$ cat src/rtl/mem_port_arbiter_pkg.sv
// Shared definitions for the memory-port arbiter: message encodings,
// FSM state encoding and the round-robin pointer wrap helper.
package mem_port_arbiter_pkg;

  localparam logic [2:0] NO_REQ   = 3'd0;
  localparam logic [2:0] R_REQ    = 3'd1;
  localparam logic [2:0] WB_REQ   = 3'd2;
  localparam logic [2:0] MEM_RESP = 3'd3;

  typedef enum logic [1:0] {
    ST_IDLE    = 2'd0,
    ST_WAIT    = 2'd1,
    ST_RELEASE = 2'd2
  } arb_state_e;

  // Next round-robin start position after slot idx has been served.
  function automatic int rr_wrap(input int idx, input int n);
    return (idx + 1 >= n) ? 0 : idx + 1;
  endfunction

endpackage

$ cat src/rtl/mem_port_arbiter_rr_pick.sv
// Combinational rotating-priority picker: returns the first valid slot found
// scanning ptr, ptr+1, ... modulo N, as both one-hot and index.
module mem_rr_pick #(
  parameter int N     = 2,
  parameter int IDX_W = 1
) (
  input  logic [N-1:0]     valid,
  input  logic [IDX_W-1:0] ptr,
  output logic [N-1:0]     onehot,
  output logic [IDX_W-1:0] idx,
  output logic             any
);

  // Scan from farthest to nearest so the slot closest to ptr wins last.
  always_comb begin
    int c;
    logic [IDX_W-1:0] c_idx;
    onehot = '0;
    idx    = '0;
    any    = |valid;
    c      = 0;
    c_idx  = '0;
    for (int k = N - 1; k >= 0; k--) begin
      c = int'(ptr) + k;
      if (c >= N) c = c - N;
      c_idx = IDX_W'(c);
      if (valid[c_idx]) begin
        onehot        = '0;
        onehot[c_idx] = 1'b1;
        idx           = c_idx;
      end
    end
  end

endmodule

$ cat src/rtl/mem_port_arbiter.sv
// Round-robin arbiter sharing one line-wide memory port between NUM_REQ
// requesters; one outstanding transaction, responses routed back to the owner.
//
// state      | meaning
// ST_IDLE    | no owner; pick next valid requester from rr_ptr
// ST_WAIT    | request on arb2mem_*, waiting for matching MEM_RESP
// ST_RELEASE | response held on owner's rsp_*, waiting for it to drop
module mem_port_arbiter
  import mem_port_arbiter_pkg::*;
#(
  parameter int DATA_WIDTH     = 32,
  parameter int OFFSET_BITS    = 2,
  parameter int ADDRESS_WIDTH  = 32,
  parameter int MSG_BITS       = 3,
  parameter int NUM_REQ        = 2,
  parameter int TIMEOUT_CYCLES = 1023,
  localparam int LINE_W        = DATA_WIDTH << OFFSET_BITS
) (
  input  logic                              clock,
  input  logic                              reset,
  input  logic [NUM_REQ*MSG_BITS-1:0]       req_msg,
  input  logic [NUM_REQ*ADDRESS_WIDTH-1:0]  req_address,
  input  logic [NUM_REQ*LINE_W-1:0]         req_data,
  output logic [NUM_REQ*MSG_BITS-1:0]       rsp_msg,
  output logic [NUM_REQ*ADDRESS_WIDTH-1:0]  rsp_address,
  output logic [NUM_REQ*LINE_W-1:0]         rsp_data,
  output logic [MSG_BITS-1:0]               arb2mem_msg,
  output logic [ADDRESS_WIDTH-1:0]          arb2mem_address,
  output logic [LINE_W-1:0]                 arb2mem_data,
  input  logic [MSG_BITS-1:0]               mem2arb_msg,
  input  logic [ADDRESS_WIDTH-1:0]          mem2arb_address,
  input  logic [LINE_W-1:0]                 mem2arb_data,
  output logic [NUM_REQ-1:0]                grant,
  output logic                              busy,
  output logic                              timeout_err
);

  localparam int IDX_W = (NUM_REQ > 1) ? $clog2(NUM_REQ) : 1;
  localparam int CNT_W = $clog2(TIMEOUT_CYCLES + 1);
  localparam logic [CNT_W-1:0]    CNT_MAX = CNT_W'(TIMEOUT_CYCLES);
  localparam logic [MSG_BITS-1:0] M_NO    = MSG_BITS'(NO_REQ);
  localparam logic [MSG_BITS-1:0] M_RESP  = MSG_BITS'(MEM_RESP);

  arb_state_e                      state, state_nxt;
  logic [IDX_W-1:0]                rr_ptr, rr_ptr_nxt, owner, owner_nxt;
  logic [NUM_REQ-1:0]              valid, pick_onehot, grant_nxt;
  logic [IDX_W-1:0]                pick_idx;
  logic                            pick_any;
  logic [CNT_W-1:0]                wait_cnt, wait_cnt_nxt;
  logic                            timeout_nxt;
  logic [MSG_BITS-1:0]             arb2mem_msg_nxt, own_msg;
  logic [ADDRESS_WIDTH-1:0]        arb2mem_address_nxt;
  logic [LINE_W-1:0]               arb2mem_data_nxt;
  logic [NUM_REQ*MSG_BITS-1:0]     rsp_msg_nxt;
  logic [NUM_REQ*ADDRESS_WIDTH-1:0] rsp_address_nxt;
  logic [NUM_REQ*LINE_W-1:0]       rsp_data_nxt;
  logic                            accept;

  // Per-slot request-valid vector.
  always_comb begin
    valid = '0;
    for (int i = 0; i < NUM_REQ; i++) begin
      valid[i] = (req_msg[i*MSG_BITS +: MSG_BITS] != M_NO);
    end
  end

  mem_rr_pick #(
    .N     (NUM_REQ),
    .IDX_W (IDX_W)
  ) u_pick (
    .valid  (valid),
    .ptr    (rr_ptr),
    .onehot (pick_onehot),
    .idx    (pick_idx),
    .any    (pick_any)
  );

  assign own_msg = req_msg[int'(owner)*MSG_BITS +: MSG_BITS];
  assign accept  = (mem2arb_msg == M_RESP) && (mem2arb_address == arb2mem_address);
  assign busy    = (state != ST_IDLE);

  // Next-state and next registered-output computation.
  always_comb begin
    state_nxt           = state;
    rr_ptr_nxt          = rr_ptr;
    owner_nxt           = owner;
    grant_nxt           = grant;
    wait_cnt_nxt        = wait_cnt;
    timeout_nxt         = timeout_err;
    arb2mem_msg_nxt     = arb2mem_msg;
    arb2mem_address_nxt = arb2mem_address;
    arb2mem_data_nxt    = arb2mem_data;
    rsp_msg_nxt         = rsp_msg;
    rsp_address_nxt     = rsp_address;
    rsp_data_nxt        = rsp_data;
    case (state)
      ST_IDLE: begin
        if (pick_any) begin
          arb2mem_msg_nxt     = req_msg[int'(pick_idx)*MSG_BITS +: MSG_BITS];
          arb2mem_address_nxt = req_address[int'(pick_idx)*ADDRESS_WIDTH +: ADDRESS_WIDTH];
          arb2mem_data_nxt    = req_data[int'(pick_idx)*LINE_W +: LINE_W];
          grant_nxt           = pick_onehot;
          owner_nxt           = pick_idx;
          wait_cnt_nxt        = '0;
          state_nxt           = ST_WAIT;
        end
      end
      ST_WAIT: begin
        if (wait_cnt != CNT_MAX) wait_cnt_nxt = wait_cnt + 1'b1;
        if (wait_cnt_nxt == CNT_MAX) timeout_nxt = 1'b1;
        if (accept) begin
          arb2mem_msg_nxt = M_NO;
          if (own_msg == M_NO) begin
            // Owner withdrew mid-flight: finish silently and move on.
            grant_nxt  = '0;
            rr_ptr_nxt = IDX_W'(rr_wrap(int'(owner), NUM_REQ));
            state_nxt  = ST_IDLE;
          end else begin
            rsp_msg_nxt[int'(owner)*MSG_BITS +: MSG_BITS]               = M_RESP;
            rsp_address_nxt[int'(owner)*ADDRESS_WIDTH +: ADDRESS_WIDTH] = arb2mem_address;
            rsp_data_nxt[int'(owner)*LINE_W +: LINE_W]                  = mem2arb_data;
            state_nxt = ST_RELEASE;
          end
        end
      end
      ST_RELEASE: begin
        if (own_msg == M_NO) begin
          rsp_msg_nxt[int'(owner)*MSG_BITS +: MSG_BITS] = M_NO;
          grant_nxt  = '0;
          rr_ptr_nxt = IDX_W'(rr_wrap(int'(owner), NUM_REQ));
          state_nxt  = ST_IDLE;
        end
      end
      default: state_nxt = ST_IDLE;
    endcase
  end

  // State and registered-output update.
  always_ff @(posedge clock or negedge reset) begin
    if (!reset) begin
      state           <= ST_IDLE;
      rr_ptr          <= '0;
      owner           <= '0;
      grant           <= '0;
      wait_cnt        <= '0;
      timeout_err     <= 1'b0;
      arb2mem_msg     <= M_NO;
      arb2mem_address <= '0;
      arb2mem_data    <= '0;
      rsp_msg         <= {NUM_REQ{M_NO}};
      rsp_address     <= '0;
      rsp_data        <= '0;
    end else begin
      state           <= state_nxt;
      rr_ptr          <= rr_ptr_nxt;
      owner           <= owner_nxt;
      grant           <= grant_nxt;
      wait_cnt        <= wait_cnt_nxt;
      timeout_err     <= timeout_nxt;
      arb2mem_msg     <= arb2mem_msg_nxt;
      arb2mem_address <= arb2mem_address_nxt;
      arb2mem_data    <= arb2mem_data_nxt;
      rsp_msg         <= rsp_msg_nxt;
      rsp_address     <= rsp_address_nxt;
      rsp_data        <= rsp_data_nxt;
    end
  end

endmodule

$ cat config.mk
export PLATFORM = sky130hd
export DESIGN_NAME = mem_port_arbiter
export DESIGN_NICKNAME = d
export VERILOG_FILES = /design/src/rtl/mem_port_arbiter_pkg.sv /design/src/rtl/mem_port_arbiter_rr_pick.sv /design/src/rtl/mem_port_arbiter.sv
export SDC_FILE = /design/constraint.sdc
export NUM_CORES = 1
export LEC_CHECK = 0
export ABC_AREA = 0
export CORE_AREA = 2 2 381 383
export DETAILED_ROUTE_END_ITERATION = 6
export DIE_AREA = 0 0 383 385
export PLACE_DENSITY_LB_ADDON = 0.05
export SLEW_MARGIN = 20
export SYNTH_ARGS = -nofsm -noshare
export SYNTH_HDL_FRONTEND = slang
export SYNTH_HIERARCHICAL = 1
export SYNTH_SLANG_ARGS = --single-unit
$ cat constraint.sdc
create_clock -name clock -period 7.6 [get_ports clock]
set_input_delay 1.14 -clock clock [delete_from_list [all_inputs] [get_ports clock]]
set_output_delay 1.14 -clock clock [all_outputs]
set_load 0.03 [all_outputs]
=== After elaboration in Yosys (flattened, before gate mapping) ===
Index checks and enable logic that the tools add are counted.

* Multiplexer cells: 42
* Add/subtract/negate cells: 8
* Multiply operators: 2
* Shift-type cells: 11
* Reductions and logical operators: 21
* Div/mod/pow operators: 0
* Bitwise operators: 1
* Equality and inequality tests: 10
* Magnitude comparators: 7

{| class="wikitable"
|+ Operators with widths
! kind !! number
|-
| bitwise mux 256 bit || 1
|-
| variable shift 128 x 33 -> 256 bit, first input constant || 1
|-
| variable part select 128 x 33 -> 256 bit || 1
|-
| variable part select 256 x 9 -> 128 bit || 1
|-
| variable part select 3 x 33 -> 6 bit, first input constant || 2
|-
| bitwise mux 64 bit || 1
|-
| variable shift 32 x 33 -> 64 bit, first input constant || 1
|-
| variable part select 32 x 33 -> 64 bit || 1
|-
| variable part select 64 x 7 -> 32 bit || 1
|-
| negation 3 -> 33 bit || 1
|-
| negation 6 -> 33 bit || 1
|-
| negation 8 -> 33 bit || 1
|-
| variable shift 3 x 33 -> 6 bit, first input constant || 1
|-
| equality test 32 bit || 1
|-
| variable part select 6 x 32 -> 3 bit || 1
|-
| two-way mux 10 bit || 3
|-
| one-hot mux 10 bit (2 select lines) || 1
|-
| two-way mux 2 bit || 9
|-
| two-way mux 6 bit || 3
|-
| two-way mux 1 bit || 13
|-
| bitwise mux 6 bit || 2
|-
| one-hot mux 2 bit (3 select lines) || 2
|-
| one-hot mux 6 bit (2 select lines) || 1
|-
| AND reduction 3 bit || 4
|-
| other kinds (28) || 48
|}

* Memory bits (writable): 0
* Register bits after elaboration: 506
* Logic and storage cells: 114
* Bits in latches: 0
* Output and inout port bits: 493
* Bits of input ports: 491
* Memories: 0
* Bits in read-only memories: 0

=== Logic depth before layout (Yosys ltp) ===
* Depth in word-level cells: 11
* Mapped depth: 10
* Mapped depth without buffers: 8

=== Modules after synthesis ===
The synthesis kept the hierarchy.

{| class="wikitable"
|+ By module, submodules not included
! module !! cells each !! instances !! area an instance (um2) !! seq. area each (um2)
|-
| mem_port_arbiter || 1608 || 1 || 21011.4 || 12612.1
|-
| mem_rr_pick || 5 || 1 || 32.5 || 0.0
|}

=== Worst setup path before layout ===
No wires, ideal clock.

* Path type: input -> register
* Start point: in req_msg[0]
* End point: reg arb2mem_address[30]
* Cell stages on the path: 10
* Required time: 7.517 ns
* Path slack: 4.367 ns
* Arrival: 3.151 ns
* Cell sequence: or3_1 > clkbuf_1 > or2_1 > clkbuf_1 > nand2_1 > clkbuf_1 > clkbuf_1 > clkbuf_1 > nand2_1 > o21ai_0

* Elaborated cells between the ends (all ways): 10
* Those cells by class: shift: 1; mux: 6; reduce/logical: 3

{| class="wikitable"
|+ RTL lines
! item !! line !! text
|-
| start: declaration || mem_port_arbiter.sv:21 || <nowiki>input logic [NUM_REQ*MSG_BITS-1:0] req_msg,</nowiki>
|-
| nonzero test 3 bit || mem_port_arbiter.sv:63 || <nowiki>valid[i] = (req_msg[i*MSG_BITS +: MSG_BITS] != M_NO);</nowiki>
|-
| named net valid[0] || mem_port_arbiter.sv:46 || <nowiki>logic [NUM_REQ-1:0] valid, pick_onehot, grant_nxt;</nowiki>
|-
| OR reduction 2 bit || mem_port_arbiter_rr_pick.sv:20 || <nowiki>any = |valid;</nowiki>
|-
| named net pick_any || mem_port_arbiter.sv:48 || <nowiki>logic pick_any;</nowiki>
|-
| AND reduction 2 bit (no source line) || - ||
|-
| end signal: assignment || mem_port_arbiter.sv:161 || <nowiki>arb2mem_address <= arb2mem_address_nxt;</nowiki>
|-
| end: declaration || mem_port_arbiter.sv:28 || <nowiki>output logic [ADDRESS_WIDTH-1:0] arb2mem_address,</nowiki>
|}

The timed path passes the listed nets, and every way through them passes these cells. The select of a mux whose other input is x is not followed.
A chain may end at the register's enable or synchronous reset.

=== Worst setup path after layout ===
* Start point: in mem2arb_address[29]
* End point: reg rsp_address[58]

* Cells in the longest elaborated chain, start to end: 3

{| class="wikitable"
|+ Ends and longest elaborated chain
! item !! line !! text
|-
| start: declaration || mem_port_arbiter.sv:31 || <nowiki>input logic [ADDRESS_WIDTH-1:0] mem2arb_address,</nowiki>
|-
| equality test 32 bit || mem_port_arbiter.sv:79 || <nowiki>assign accept = (mem2arb_msg == M_RESP) && (mem2arb_address == arb2mem_address);</nowiki>
|-
| logical AND 1 bit || mem_port_arbiter.sv:79 ||
|-
| AND reduction 3 bit (no source line) || - ||
|-
| end signal: assignment || mem_port_arbiter.sv:164 || <nowiki>rsp_address <= rsp_address_nxt;</nowiki>
|-
| end: declaration || mem_port_arbiter.sv:25 || <nowiki>output logic [NUM_REQ*ADDRESS_WIDTH-1:0] rsp_address,</nowiki>
|}

Every way passes these cells.

==> parameters.txt <==
Parameter                              Value

STA
  Tmin final ... 4730 ps
  Setup TNS after final layout ... 0 ps
  Period utilisation layout ... 62.3%
  Peak clock frequency supported by timing ... 211 MHz
  Slew at the pin closest to its max-slew limit ... 1030 ps
  Worst slew margin relative to its limit ... 31.4%
  Final Hold Vio Count ... 0
  Setup repair after global routing missed its margin ... false
  Slew Viols, Final ... 0
  # setup viols final ... 0
  Layout Skew ... 26.4 ps

Clocking
  Clock tree from TritonCTS ... done
  Inserted Clock Buffers ... 73
  Number of buffers inserted to repair setup after CTS ... 0
  CTS sink count ... 504
  Post-CTS clock slew at the launch and capture registers of the worst setup and hold paths ... 50 ps
  Max Root-Sink Buffers ... 3
  PostCTS Resize Cnt ... 0
  Count of H-tree levels built during CTS ... 3
  Clk root buf ... clkbuf_16
  Hold_buf cts ... 0
  Worst-skew pair later-pin latency ... 650 ps

Floorplan
  Die Width ... 383 um
  Overall die area ... 147000 um2
  Die Y-Extent ... 385 um
  Starting Density ... 14.7%
  Count of pins on the block boundary ... 984
  Core Footprint ... 143000 um2
  # rows ... 139

Drt
  WL final ... 98800 um
  Post-route DRC violation count ... 0
  Final routed wire length divided by cell count ... 21.7 um
  Vias per cell ... 3.65
  Vias ... 16607
  DR pass1 iterations ... 4
  Number of routed nets with antenna violations ... 0
  Number of violations reported at the end of detailed-routing iteration 0 ... 367

Power
  Switching power ... 3.75 mW
  Clock share of power ... 32.6%
  Switching power share of the total ... 37.1%
  Worst IR Drop VDD ... 0.000161 V
  Power per Cell Area ... 287 nW/um2
  Comb pwr share ... 32.4%
  Reg power frac ... 35.0%
  Pint ... 6.38 mW
  Cell leakage power ... 16.3 nW

Job
  Max_cap viols ... 0

Global routing
  Maximum number of pins on one net before global-route repair ... 239
  First-pass GRT wire length ... 137000 um
  Top Usage Layer GRT ... met2
  Met3 track demand over resource in global routing ... 6.09%
  GRT overflow ... 0
  Tot GR Track Use ... 13.0%
  M2 GR Usage ... 22.7%
  Antenna violations before repair ... 24
  Number of global-route vias before repair ... 17838
  Global routing usage on met1 ... 13.8%

Place
  Total of buffers placed on input and output ports ... 983
  Global placer's final weighted congestion ... 0.760
  Total cell area at the placement stage ... 33100 um2
  Hpwl dp ... 75300 um

Critical path
  Cell with the biggest individual delay on the critical path ... nand4_4
  Ordered list of cells on the worst path ... clkdlybuf4s50_1, xor2_1, nor4_1, buf_4, nand4_1, nor4_4, nand4_4, buf_4, mux2_1
  Max stage delay on crit path ... 720 ps
  Sum of buffers and inverters on the critical path ... 3
  Reg2Reg Launch Point ... arb2mem_address[29]$_DFFE_PN0P_
  Cell class contributing the biggest share of worst-path delay ... simple AND/OR/NAND/NOR gates
  Highest net fanout along the worst path ... 30
  Critical path endpoint category ... flop
  CP startpoint kind ... primary input
  Cell repeated most along the worst path ... buf_4
  Kind of critical path ... primary input to flop
  Arrival time worst endpoint ... 5250 ps
  Internal reg-to-reg setup slack ... 3370 ps
  Crit path launch ... mem2arb_address[29]
  Data required time of the critical path ... 8120 ps

Cells and area
  Area Overhead vs Synth ... 68.0%
  Final design instance area without fill ... 35400 um2
  Commonest non-fill, non-tap cells in the layout ... clkdlybuf4s50_1 (982), dfrtp_1 (504), mux2_2 (190)
  # nets final ... 3087
  Commonest non-fill, non-tap cell in the layout ... clkdlybuf4s50_1
  Fraction of final layout cells with drive strength greater than 1 ... 12.4%

Synthesis
  Number of warnings issued by yosys ... 6
  Syn avg cell area ... 13.0 um2
  Post-synthesis cell type count ... 53
  Synthesized flop and latch total ... 504
  Post-Synthesis Cell Area ... 21000 um2
  Sequential share of the synthesized area ... 59.9%
  Share of synthesized registers carrying an async set or reset ... 100%
  Number of synthesized flops with an enable pin ... 0
  Synthesized netlist net count ... 2108
  Most used flip-flop cell after synthesis ... dfrtp_1
  Number of cells produced by synthesis ... 1613

Outcome
  Run status ... finished clean

Worst hold path
  HP Class ... flop to flop
  Worst min-delay path startpoint ... timeout_err$_DFFE_PN0P_
-- Yosys cell counts, drive strengths merged (3+ instances only) --
master / number / area [um2]
a32o: 3 / 30.0
o2bb2ai: 3 / 26.3
a22o: 3 / 26.3
mux2: 320 / 3600
dfrtp: 504 / 12600
nand3: 13 / 70.1
nand4: 8 / 56.3
nor4: 11 / 83.8
inv: 10 / 37.5
buf: 49 / 284
nor2: 15 / 56.3
nand2: 182 / 683
nor3: 8 / 40.0
ha: 4 / 50.1
a21oi: 22 / 110
a31oi: 4 / 25.0
clkbuf: 51 / 191
and3: 3 / 18.8
o21ai: 165 / 826
xnor2: 9 / 78.8
nor2b: 9 / 56.3
xor2: 20 / 175
and2: 3 / 18.8
mux2i: 166 / 1660
-- state kept, by name, indices dropped and copies added, names as in the netlist --
register	flops
rsp_data	256
arb2mem_data	128
rsp_address	64
arb2mem_address	32
wait_cnt	10
rsp_msg	4
arb2mem_msg	3
grant	2
state	2
owner	1
rr_ptr	1
timeout_err	1
-- cell families (layout without fill, tap and decap cells) --
kind of cell    Yosys count  in the layout  synth area share [%]
mux                     486            486                  25.0
other cells               0              8                     0
buf+inv                 111           1136                  2.46
flops                   504            504                  59.9
fa+ha+maj                 4              4                 0.238
compound gates          216            216                  5.61
xor+xnor                 29             29                  1.21
simple gates            263            263                  5.54
-- area by class of cell --
type	instances	area, um2
Tap cell	1903	2380
Sequential cell	504	12600
Clock buffer	104	2110
Antenna cell	8	20.0
Multi-Input combinational cell	998	7950
Inverter	11	41.3
Timing Repair Buffer	1004	10100
Clock inverter	17	165
Fill cell	14984	108000
-- power by group through the flow --
stage	clock, mW	combinational [mW]	sequential (mW)
6_report	3.31	3.28	3.55
5_1_grt	3.61	3.56	3.63
4_1_cts	3.50	3.37	3.57
3_5_place_dp	0	3.37	3.60
3_3_place_gp	0	3.39	3.60
2_1_floorplan	0	0.812	4.32
-- metrics by stage --
step | util [%] | cells | setup slack (ps) | power [mW] | hold WS [ps]
after global routing | 24.7 | 4542 | 2640 | 10.8 | 492
after floorplan | - | 1613 | 4370 | 5.13 | 491
after global placement | 23.1 | 4420 | 2150 | 6.98 | 464
after CTS | 24.7 | 4541 | 2790 | 10.4 | 476
after detailed placement | 23.1 | 4420 | 2060 | 6.97 | 466
final | 24.7 | 4549 | 2870 | 10.1 | 465
-- worst paths after layout --
| path | depth (start not counted) | endpoint |
|---|---|---|
| max | 9 | rsp_address[58]$_DFFE_PN0P_ |
| min | 1 | timeout_err$_DFFE_PN0P_ |
| max reg2reg | 8 | rsp_address[58]$_DFFE_PN0P_ |
| min reg2reg | 1 | timeout_err$_DFFE_PN0P_ |
| max in group asynchronous | 2 | rsp_address[16]$_DFFE_PN0P_ |
| min in group asynchronous | 1 | rsp_data[105]$_DFFE_PN0P_ |
-- routing by layer --
layer	share of wire (%)	wire length, um
met5	0.20	201
met1	37	36400
met2	50	49100
met3	11	10600
met4	2.5	2460
No activity file was read; power rests on OpenSTA's default activity.
